===== src/rtl/btn_rdr_pkg.sv =====
// Shared types and constants for the pushbutton reader: FSM states, pending-counter
// width and the legal debounce tick range.
package btn_pkg;

    typedef enum logic {
        STABLE = 1'b0,
        PEND   = 1'b1
    } state_e;

    localparam int PC_W         = 4;
    localparam int DB_TICKS_MIN = 1;
    localparam int DB_TICKS_MAX = 15;

endpackage


===== src/rtl/btn_rdr_if.sv =====
// Button bank bundle: raw inputs from the board plus the conditioned outputs.
// The reader is the slave side; whoever drives the raw pins is the master.
interface btn_rdr_if #(
    parameter int N = 4
);
    logic [N-1:0] raw;
    logic [N-1:0] lvl;
    logic [N-1:0] rise;
    logic [N-1:0] fall;
    logic [N-1:0] tog;

    modport master (output raw, input lvl, rise, fall, tog);
    modport slave  (input raw, output lvl, rise, fall, tog);
endinterface


===== src/rtl/btn_db_ch.sv =====
// One debounced channel: 2-flop synchronizer, optional inversion, tick-driven
// STABLE/PEND filter and registered level/edge/toggle outputs.
module btn_db_ch
    import btn_pkg::*;
#(
    parameter int DB_TICKS = 4,
    parameter bit INV      = 1'b0
) (
    input  logic clk,
    input  logic rst_n,
    input  logic tck,
    input  logic raw_i,
    output logic lvl_o,
    output logic rise_o,
    output logic fall_o,
    output logic tog_o
);

    localparam logic [PC_W-1:0] PC_LAST = PC_W'(DB_TICKS - 1);

    logic            sync1_q, sync2_q;
    logic            s;
    state_e          state_q, state_d;
    logic [PC_W-1:0] pc_q, pc_d;
    logic            lvl_q, lvl_d;
    logic            rise_q, rise_d;
    logic            fall_q, fall_d;
    logic            tog_q, tog_d;
    logic            commit;

    assign s = sync2_q ^ INV;

    always_ff @(posedge clk or negedge rst_n) begin
        if (!rst_n) begin
            sync1_q <= 1'b0;
            sync2_q <= 1'b0;
            state_q <= STABLE;
            pc_q    <= '0;
            lvl_q   <= 1'b0;
            rise_q  <= 1'b0;
            fall_q  <= 1'b0;
            tog_q   <= 1'b0;
        end else begin
            sync1_q <= raw_i;
            sync2_q <= sync1_q;
            state_q <= state_d;
            pc_q    <= pc_d;
            lvl_q   <= lvl_d;
            rise_q  <= rise_d;
            fall_q  <= fall_d;
            tog_q   <= tog_d;
        end
    end

    // A change must be seen on DB_TICKS consecutive ticks; any agreeing tick cancels it.
    always_comb begin
        state_d = state_q;
        pc_d    = pc_q;
        commit  = 1'b0;
        unique case (state_q)
            STABLE: begin
                if (tck && (s != lvl_q)) begin
                    if (DB_TICKS == 1) begin
                        commit = 1'b1;
                    end else begin
                        state_d = PEND;
                        pc_d    = PC_W'(1);
                    end
                end
            end
            PEND: begin
                if (tck) begin
                    if (s == lvl_q) begin
                        state_d = STABLE;
                        pc_d    = '0;
                    end else if (pc_q == PC_LAST) begin
                        commit  = 1'b1;
                        state_d = STABLE;
                        pc_d    = '0;
                    end else begin
                        pc_d = pc_q + PC_W'(1);
                    end
                end
            end
            default: begin
                state_d = STABLE;
                pc_d    = '0;
            end
        endcase

        lvl_d  = lvl_q ^ commit;
        rise_d = commit & ~lvl_q;
        fall_d = commit & lvl_q;
        tog_d  = tog_q ^ (commit & ~lvl_q);
    end

    assign lvl_o  = lvl_q;
    assign rise_o = rise_q;
    assign fall_o = fall_q;
    assign tog_o  = tog_q;

endmodule


===== src/rtl/btn_rdr.sv =====
// Pushbutton/switch bank reader: one shared sample prescaler feeding N
// independent debounce channels.
module btn_rdr
    import btn_pkg::*;
#(
    parameter int N         = 4,
    parameter int TCK_WIDTH = 16,
    parameter int DB_TICKS  = 4,
    parameter bit INV       = 1'b0
) (
    input  logic      clk,
    input  logic      rst_n,
    btn_rdr_if.slave  bus
);

    logic [TCK_WIDTH-1:0] cnt_q;
    logic                 tck;
    logic [N-1:0]         lvl_w, rise_w, fall_w, tog_w;

    always_ff @(posedge clk or negedge rst_n) begin
        if (!rst_n) begin
            cnt_q <= '0;
        end else begin
            cnt_q <= cnt_q + TCK_WIDTH'(1);
        end
    end

    // All-ones lasts one cycle per wrap, so every channel samples on the same edge.
    assign tck = &cnt_q;

    for (genvar i = 0; i < N; i++) begin : g_ch
        btn_db_ch #(
            .DB_TICKS (DB_TICKS),
            .INV      (INV)
        ) u_ch (
            .clk    (clk),
            .rst_n  (rst_n),
            .tck    (tck),
            .raw_i  (bus.raw[i]),
            .lvl_o  (lvl_w[i]),
            .rise_o (rise_w[i]),
            .fall_o (fall_w[i]),
            .tog_o  (tog_w[i])
        );
    end

    assign bus.lvl  = lvl_w;
    assign bus.rise = rise_w;
    assign bus.fall = fall_w;
    assign bus.tog  = tog_w;

endmodule


===== src/flat_wrapper.sv =====
// flat-port wrapper written by rule: the top's interface ports become plain ports
module btn_rdr_flat import btn_pkg::*;
#(
    parameter int N         = 4,
    parameter int TCK_WIDTH = 16,
    parameter int DB_TICKS  = 4,
    parameter bit INV       = 1'b0
)
  (clk, rst_n, bus_raw, bus_lvl, bus_rise, bus_fall, bus_tog);
  btn_rdr_if #(.N(N)) bus_i ();
  input  logic clk;
  input  logic rst_n;
  input wire logic [$bits(bus_i.raw)-1:0] bus_raw;
  output wire logic [$bits(bus_i.lvl)-1:0] bus_lvl;
  output wire logic [$bits(bus_i.rise)-1:0] bus_rise;
  output wire logic [$bits(bus_i.fall)-1:0] bus_fall;
  output wire logic [$bits(bus_i.tog)-1:0] bus_tog;
  assign bus_i.raw = bus_raw;
  assign bus_lvl = bus_i.lvl;
  assign bus_rise = bus_i.rise;
  assign bus_fall = bus_i.fall;
  assign bus_tog = bus_i.tog;
  btn_rdr #(.N(N), .TCK_WIDTH(TCK_WIDTH), .DB_TICKS(DB_TICKS), .INV(INV)) u_core (.clk(clk), .rst_n(rst_n), .bus(bus_i));
endmodule

===== config.mk =====
export PLATFORM = sky130hd
export DESIGN_NAME = btn_rdr_flat
export DESIGN_NICKNAME = d
export VERILOG_FILES = /design/src/rtl/btn_rdr_pkg.sv /design/src/rtl/btn_rdr_if.sv /design/src/rtl/btn_db_ch.sv /design/src/rtl/btn_rdr.sv /design/src/flat_wrapper.sv
export SDC_FILE = /design/constraint.sdc
export NUM_CORES = 1
export LEC_CHECK = 0
export BUFFER_PORTS_ARGS = -buffer_cell sky130_fd_sc_hd__buf_2
export CAP_MARGIN = 25
export CELL_PAD_IN_SITES_DETAIL_PLACEMENT = 0
export CELL_PAD_IN_SITES_GLOBAL_PLACEMENT = 1
export CORE_MARGIN = 5
export CORE_UTILIZATION = 43
export CTS_CLUSTER_SIZE = 25
export DETAILED_ROUTE_END_ITERATION = 16
export PLACE_DENSITY_LB_ADDON = 0.1
export SYNTH_ARGS = -nofsm -noshare
export SYNTH_HDL_FRONTEND = slang
export SYNTH_SLANG_ARGS = --single-unit

===== constraint.sdc =====
create_clock -name clk -period 2 [get_ports clk]
set_clock_uncertainty 0.2 [all_clocks]
set_input_delay 0.3 -clock clk [delete_from_list [all_inputs] [get_ports clk]]
set_output_delay 0.3 -clock clk [all_outputs]
set_load 0.02 [all_outputs]

==> results of run 1 <==
-- cells in the mapped netlist, drive strengths merged, types with 6 or more instances --
| master | n | area, sq um |
|---|---|---|
| xnor2 | 11 | 96.3 |
| and4 | 6 | 55.1 |
| nor2b | 6 | 37.5 |
| nand3 | 9 | 45.0 |
| xor2 | 11 | 96.3 |
| nor2 | 6 | 22.5 |
| inv | 16 | 60.1 |
| o21ai | 8 | 51.3 |
| nor3 | 7 | 35.0 |
| ha | 13 | 163 |
| nand2 | 12 | 45.0 |
| dfrtp | 60 | 1500 |
| buf | 19 | 143 |
| a21oi | 8 | 40.0 |
-- final cells by class --
type / count / area, sq um
clock buffers: 12 / 165
clock inverters: 2 / 10.0
fillers: 583 / 3080
inverters: 16 / 60.1
multi-input cells: 137 / 1040
flip-flops and latches: 60 / 1500
well taps: 77 / 96.3
repair buffers: 41 / 284
-- cell families after synthesis --
group,count (synthesis)
fa+ha+maj,13
simple gates,60
flops,60
mux,4
buf+inv,37
xor+xnor,22
compound gates,38
-- per-stage QoR --
| step | power (mW) | setup TNS [ns] | instance area (sq um) |
|---|---|---|---|
| 2_1_floorplan | 1.25 | 0 | 2710 |
| 3_3_place_gp | 1.29 | 0 | 2880 |
| 3_5_place_dp | 1.29 | -0.0106 | 2880 |
| 4_1_cts | 2.29 | 0 | 3110 |
| 5_1_grt | 2.34 | -0.126 | 3160 |
| 6_report | 2.24 | 0 | 3160 |
-- critical path, delay by kind of cell, from the launching register on --
kind,cells,cell delay [ns]
AOI/OAI and AO/OA,2,0.42
buffers and inverters,1,0.17
adders and majority gates,1,0.17
and+or+nand+nor,2,0.50
DFF,1,0.36
-- worst min path at each step --
stage / startpoint / cells past startpoint / endpoint / slack (ns)
final: u_core.g_ch[1].u_ch.sync1_q / 0 / u_core.g_ch[1].u_ch.s / 0.15
after global routing: u_core.g_ch[0].u_ch.sync1_q / 0 / u_core.g_ch[0].u_ch.s / 0.15
after CTS: u_core.g_ch[0].u_ch.sync1_q / 0 / u_core.g_ch[0].u_ch.s / 0.15
after detailed placement: rst_n / 2 / u_core.g_ch[2].u_ch.rise_o / 0.13
after global placement: u_core.g_ch[2].u_ch.sync1_q / 0 / u_core.g_ch[2].u_ch.s / 0.13
after floorplan: rst_n / 0 / u_core.cnt_q[0] / -0.20
-- routing by layer --
| layer | up-vias | GRT usage [%] | part of all wire, % |
|---|---|---|---|
| li1 | 853 | - | - |
| met1 | 820 | 16.5 | 51 |
| met2 | 16 | 19.2 | 44 |
| met3 | 9 | 3.04 | 2.6 |
| met4 | 0 | 8.53 | 2.4 |
| met5 | - | 0 | 0 |
-- flip-flops by register name (all words and copies together), names as in the netlist --
signal,count
u_core.g_ch.u_ch.lvl_o,4
u_core.g_ch.u_ch.s,4
u_core.g_ch.u_ch.fall_o,4
u_core.g_ch.u_ch.sync1_q,4
u_core.g_ch.u_ch.state_q,4
u_core.g_ch.u_ch.tog_o,4
u_core.g_ch.u_ch.pc_q,16
u_core.g_ch.u_ch.rise_o,4
u_core.cnt_q,16
-- placed cells by master (no fill, tap or decap), types with 4 or more instances in the layout --
| cell | count |
|---|---|
| dfrtp_1 | 60 |
| buf_2 | 21 |
| inv_1 | 16 |
| buf_4 | 13 |
| nand2_1 | 12 |
| clkbuf_8 | 12 |
| xor2_1 | 11 |
| xnor2_1 | 11 |
| ha_1 | 11 |
| nand3_1 | 9 |
| a21oi_1 | 8 |
| nor2b_1 | 6 |
| nor2_1 | 6 |
| o21ai_0 | 5 |
| dlygate4sd3_1 | 5 |
| and4_1 | 4 |
| and3_1 | 4 |
| nand4_1 | 4 |
| o211ai_1 | 4 |
| o2bb2ai_1 | 4 |
| a22o_1 | 4 |
| mux2i_1 | 4 |
-- power by group --
| group | internal [mW] | switching (mW) | total, mW |
|---|---|---|---|
| logic | 0.0202 | 0.0312 | 0.0514 |
| registers | 1.22 | 0.00232 | 1.22 |
| clock network | 0.533 | 0.435 | 0.968 |
| total | 1.78 | 0.469 | 2.24 |
-- repair_timing --
action	in CTS	in global routing
resized for setup	2	9
hold buffers	5	0
hold endpoints to repair	64	0
setup endpoints to repair	3	9
pin swaps	0	1
==> out/metrics.cfg, run 1 <==
[run_status]
status = finished clean

[clock_network]
cts_setup_buffers = 0
clock_sinks = 60
cts.path.max_buffers = 2
h-tree-depth = 3
cts-root-buf = clkbuf_8
clk_pin_slew_ns = 0.06
clk_latency_ns = 0.33
cts_tree = built
cts_made_buffers = 9

[synthesis]
synthFlopType = dfrtp_1
synth-simple-area-share_pct = 12.1
netlist_instances = 234
seq_area_frac_synth_pct = 55.5
synth_compound_area_share_pct = 10.0
muxShareOfSynthArea_pct = 1.48
syn-cell-area_sq_um = 2710
synth_xor_area_share_pct = 7.12
avgSynthCellArea_sq_um = 11.6
synthAdderAreaFrac_pct = 6.01
synth_edf_count = 0
ys_async_sr_fraction_pct = 100
syn_nets = 253
synthDistinctLibCells = 32
synth_top_family_by_area = simple AND/OR/NAND/NOR gates
ys_warn_count = 0
synth_seq_cells = 60

[placement]
hpwl_um = 2990
dp_cells = 326
io_buffers = 21
gp_congestion = 0.700
pre_cts_ws_ns = -0.0106

[timing]
fin_ws_ns = 0.0555
max_freq_mhz = 514
final_hold_viol_count = 0
fin_crit_ns = 1.94
hold_slack_ns = 0.146
rsz0062_at_grt = true
period_share_pct = 97.2
slew_headroom_pct = 73.6
setup_viol = 0
maxSlewViolCount = 0
tightest_slew_ns = 0.396

[grt]
grt_usage_pct = 12.8
antenna_found_initial = 0
first_global_vias = 1665
grt_pass1_wl_um = 7660
grt_max_degree = 61
grt_overflow = 0

[drt]
final_antenna_net_count = 0
drtIter0Drc = 51
routed_wl_um = 4460
drt-vias-per-instance = 4.92
wire_per_inst_um = 12.9
drcViolationCount = 0
route.vias.total = 1698
drtPass1Iterations = 6

[layout]
n_antenna_cell = 0
stdcell_count = 345
drive_gt1_share_pct = 22.8
area_growth_pct = 16.6
fin_util_pct = 50.6
nets = 284

[setup_path]
ff2ff_path_depth = 6
crit_path_end = u_core.g_ch[0].u_ch.pc_q[3]
critPathRequiredTime_ns = 2.01
cp_max_fo = 12
crit_chain = ha_1 > and4_1 > and4_2 > buf_6 > o21ai_2 > a221o_1
worstSetupStartpoint = u_core.cnt_q[0]
critPathLaunchType = flop
cp_slowest_stage_delay_ns = 0.36
r2r-end = u_core.g_ch[0].u_ch.pc_q[3]
critical_path_class = flop to flop
worst_ep_arrival_time_ns = 1.96
crit_slowest_cell = dfrtp_1
rrSetupSlack_ns = 0.06
rr_startpoint = u_core.cnt_q[0]
crit_path_end_kind = flop

[floorplan]
initial_core_util_pct = 43.4
boundaryPins = 22
dieArea_sq_um = 7980
die_h_um = 89.3
core-area_sq_um = 6240
die_x_um = 89.3
num_rows = 29

[job]
maxCapViolCount = 0

[worst_hold_path]
hold_class = flop to flop

[power_and_ir_drop]
peakVddDrop_mv = 0.419
power_density_nw_per_um2 = 711
p_leak_nw = 1.62

(Power assumes the default switching activity.)
==> run 2, diff against run 1 <==
--- a/config.mk
+++ b/config.mk
@@ -8,9 +8,9 @@
 export BUFFER_PORTS_ARGS = -buffer_cell sky130_fd_sc_hd__buf_2
 export CAP_MARGIN = 25
 export CELL_PAD_IN_SITES_DETAIL_PLACEMENT = 0
-export CELL_PAD_IN_SITES_GLOBAL_PLACEMENT = 1
+export CELL_PAD_IN_SITES_GLOBAL_PLACEMENT = 2
 export CORE_MARGIN = 5
-export CORE_UTILIZATION = 43
+export CORE_UTILIZATION = 36
 export CTS_CLUSTER_SIZE = 25
 export DETAILED_ROUTE_END_ITERATION = 16
 export PLACE_DENSITY_LB_ADDON = 0.1
==> run 2 against run 1 <==
Sequential power barely moved. Sequential share of layout area fell by 1.4 points. Non-clock buffer count is 4 higher. Critical path type unchanged. Via count rose by 2.5%. Core utilization is 6.0 points lower. Wire length grew 3.9%. Worst setup slack better by 0.050 ns. Die area is 17% higher. Sequential cell count did not move. Power shrank 1.2%. Critical endpoint unchanged. Cell count is 7.8% higher.
==> out/metrics.cfg, run 2 (synthesis results as in run 1) <==
[run_status]
status = finished clean

[power_and_ir_drop]
power_density_nw_per_um2 = 682  ; -4.1%
peakVddDrop_mv = 0.277  ; -34%
p_leak_nw = 1.66  ; +2.5%

[grt]
grt_overflow = 0  ; unchanged
grt_max_degree = 43  ; -30%
first_global_vias = 1791  ; +7.6%
grt_pass1_wl_um = 8250  ; +7.7%
grt_usage_pct = 10.8  ; -2.0 points
antenna_found_initial = 0  ; unchanged

[drt]
wire_per_inst_um = 12.5  ; -3.6%
routed_wl_um = 4640  ; +3.9%
drt-vias-per-instance = 4.68  ; -4.9%
route.vias.total = 1741  ; +2.5%
drtIter0Drc = 72  ; +41%
final_antenna_net_count = 0  ; unchanged
drcViolationCount = 0  ; unchanged
drtPass1Iterations = 6  ; unchanged

[placement]
dp_cells = 350  ; +7.4%
gp_congestion = 0.644  ; -7.9%
hpwl_um = 3050  ; +1.9%
dpl_cell_area_sq_um = 2940  ; +1.9%
io_buffers = 21  ; unchanged

[worst_hold_path]
hold_class = flop to flop

[layout]
stdcell_count = 372  ; +7.8%
mostFrequentLayoutCell = dfrtp_1
nets = 288  ; +1.4%
most-common-layout-cells = 60 x dfrtp_1, 21 x buf_2, 16 x inv_1, 16 x buf_4, 12 x nand2_1
n_antenna_cell = 0  ; unchanged
drive_gt1_share_pct = 24.9  ; +2.1 points
area_growth_pct = 20.2
nFillCells = 729  ; +25%
reg_top3 = u_core.cnt_q (16), u_core.g_ch.u_ch.pc_q (16)
multiInputGateArea_sq_um = 1060  ; +1.7%
finalInstanceArea_sq_um = 3250  ; +3.0%
seqCellArea_sq_um = 1500  ; unchanged

[setup_path]
critPathRequiredTime_ns = 2.01  ; about the same
worst_ep_arrival_time_ns = 1.91  ; -0.05 ns
critPathLaunchType = flop
crit_path_end_kind = flop
cp_max_fo = 12  ; unchanged
critical_path_class = flop to flop

[timing]
final_hold_viol_count = 0  ; unchanged
tightest_slew_ns = 0.528  ; +0.132 ns
setup_viol = 0  ; unchanged
rsz0062_at_grt = true
fin_crit_ns = 1.89  ; -0.0501 ns
slew_headroom_pct = 64.8  ; -8.8 points
max_freq_mhz = 528  ; +2.6%
period_share_pct = 94.7  ; -2.5 points
maxSlewViolCount = 0  ; unchanged
hold_slack_ns = 0.147  ; +0.00140 ns

[clock_network]
h-tree-depth = 3  ; unchanged
clk_pin_slew_ns = 0.06  ; about the same
cts-root-buf = clkbuf_8
cts_made_buffers = 9  ; unchanged
cts.path.max_buffers = 2  ; unchanged
clk_latency_ns = 0.33  ; about the same
clock_sinks = 60  ; unchanged
cts_tree = built

[floorplan]
boundaryPins = 22  ; unchanged
dieArea_sq_um = 9350  ; +17%
die_h_um = 96.7  ; +8.2%
initial_core_util_pct = 37.1  ; -6.3 points
num_rows = 31  ; +6.9%
core-area_sq_um = 7290  ; +17%
die_x_um = 96.7  ; +8.2%

[job]
maxCapViolCount = 0  ; unchanged

## run 2: per-stage QoR
| step | worst slack (ns) | power, mW | util [%] | TNS, ns |
|---|---|---|---|---|
| after floorplan | 0.00896 | 1.25 | - | 0 |
| after global placement | 0.0496 | 1.29 | 40.3 | 0 |
| after detailed placement | -0.00961 | 1.29 | 40.3 | -0.00961 |
| after CTS | 0.00549 | 2.26 | 43.4 | 0 |
| after global routing | 0.0203 | 2.33 | 44.6 | 0 |
| final | 0.106 | 2.22 | 44.6 | 0 |
## run 2: worst paths after layout
check / from / endpoint / slack [ns] / depth (start not counted)
worst max-delay path: u_core.cnt_q[0] / u_core.g_ch[0].u_ch.pc_q[3] / 0.11 / 6
worst min-delay path: u_core.g_ch[1].u_ch.sync1_q / u_core.g_ch[1].u_ch.s / 0.15 / 0
worst max register to register: u_core.cnt_q[0] / u_core.g_ch[0].u_ch.pc_q[3] / 0.11 / 6
worst min register to register: u_core.g_ch[1].u_ch.sync1_q / u_core.g_ch[1].u_ch.s / 0.15 / 0
max in group asynchronous: rst_n / u_core.g_ch[3].u_ch.s / 0.85 / 3
min in group asynchronous: rst_n / u_core.g_ch[2].u_ch.fall_o / 0.27 / 3
## run 2: critical path, cell delays in order, from the launching register on
cell     delay [ns]
dfrtp_1        0.37
ha_2           0.18
and4_4         0.21
and4_4         0.25
buf_12         0.14
o21ai_2        0.08
a221o_1        0.34
## run 2: power by group
group | internal, mW | switching (mW)
clock | 0.507 | 0.436
combinational | 0.0187 | 0.0309
sequential | 1.22 | 0.00245
## run 2: what timing repair did
action / CTS / global route
setup buffers: 0 / 1
hold buffers: 5 / 0
setup endpoints to repair: 2 / 14
pin swaps: 0 / 2
gates cloned: 0 / 1
gates resized for setup: 2 / 13
hold endpoints to repair: 64 / 0
## run 2: cell type report
cell class                 count  area share [%]
clock inverter                 2           0.308
tap                           99            3.81
clock buffer                  13            4.89
sequential                    60            46.2
timing repair buffer          45            10.5
inverter                      16            1.85
multi-input combinational    137            32.5
## run 2: routing by layer
metal / share of wire, % / track usage [%]
met4: 2.2 / 5.51
met5: 0 / 0
met1: 48 / 13.2
met2: 46 / 16.7
met3: 3.8 / 4.24
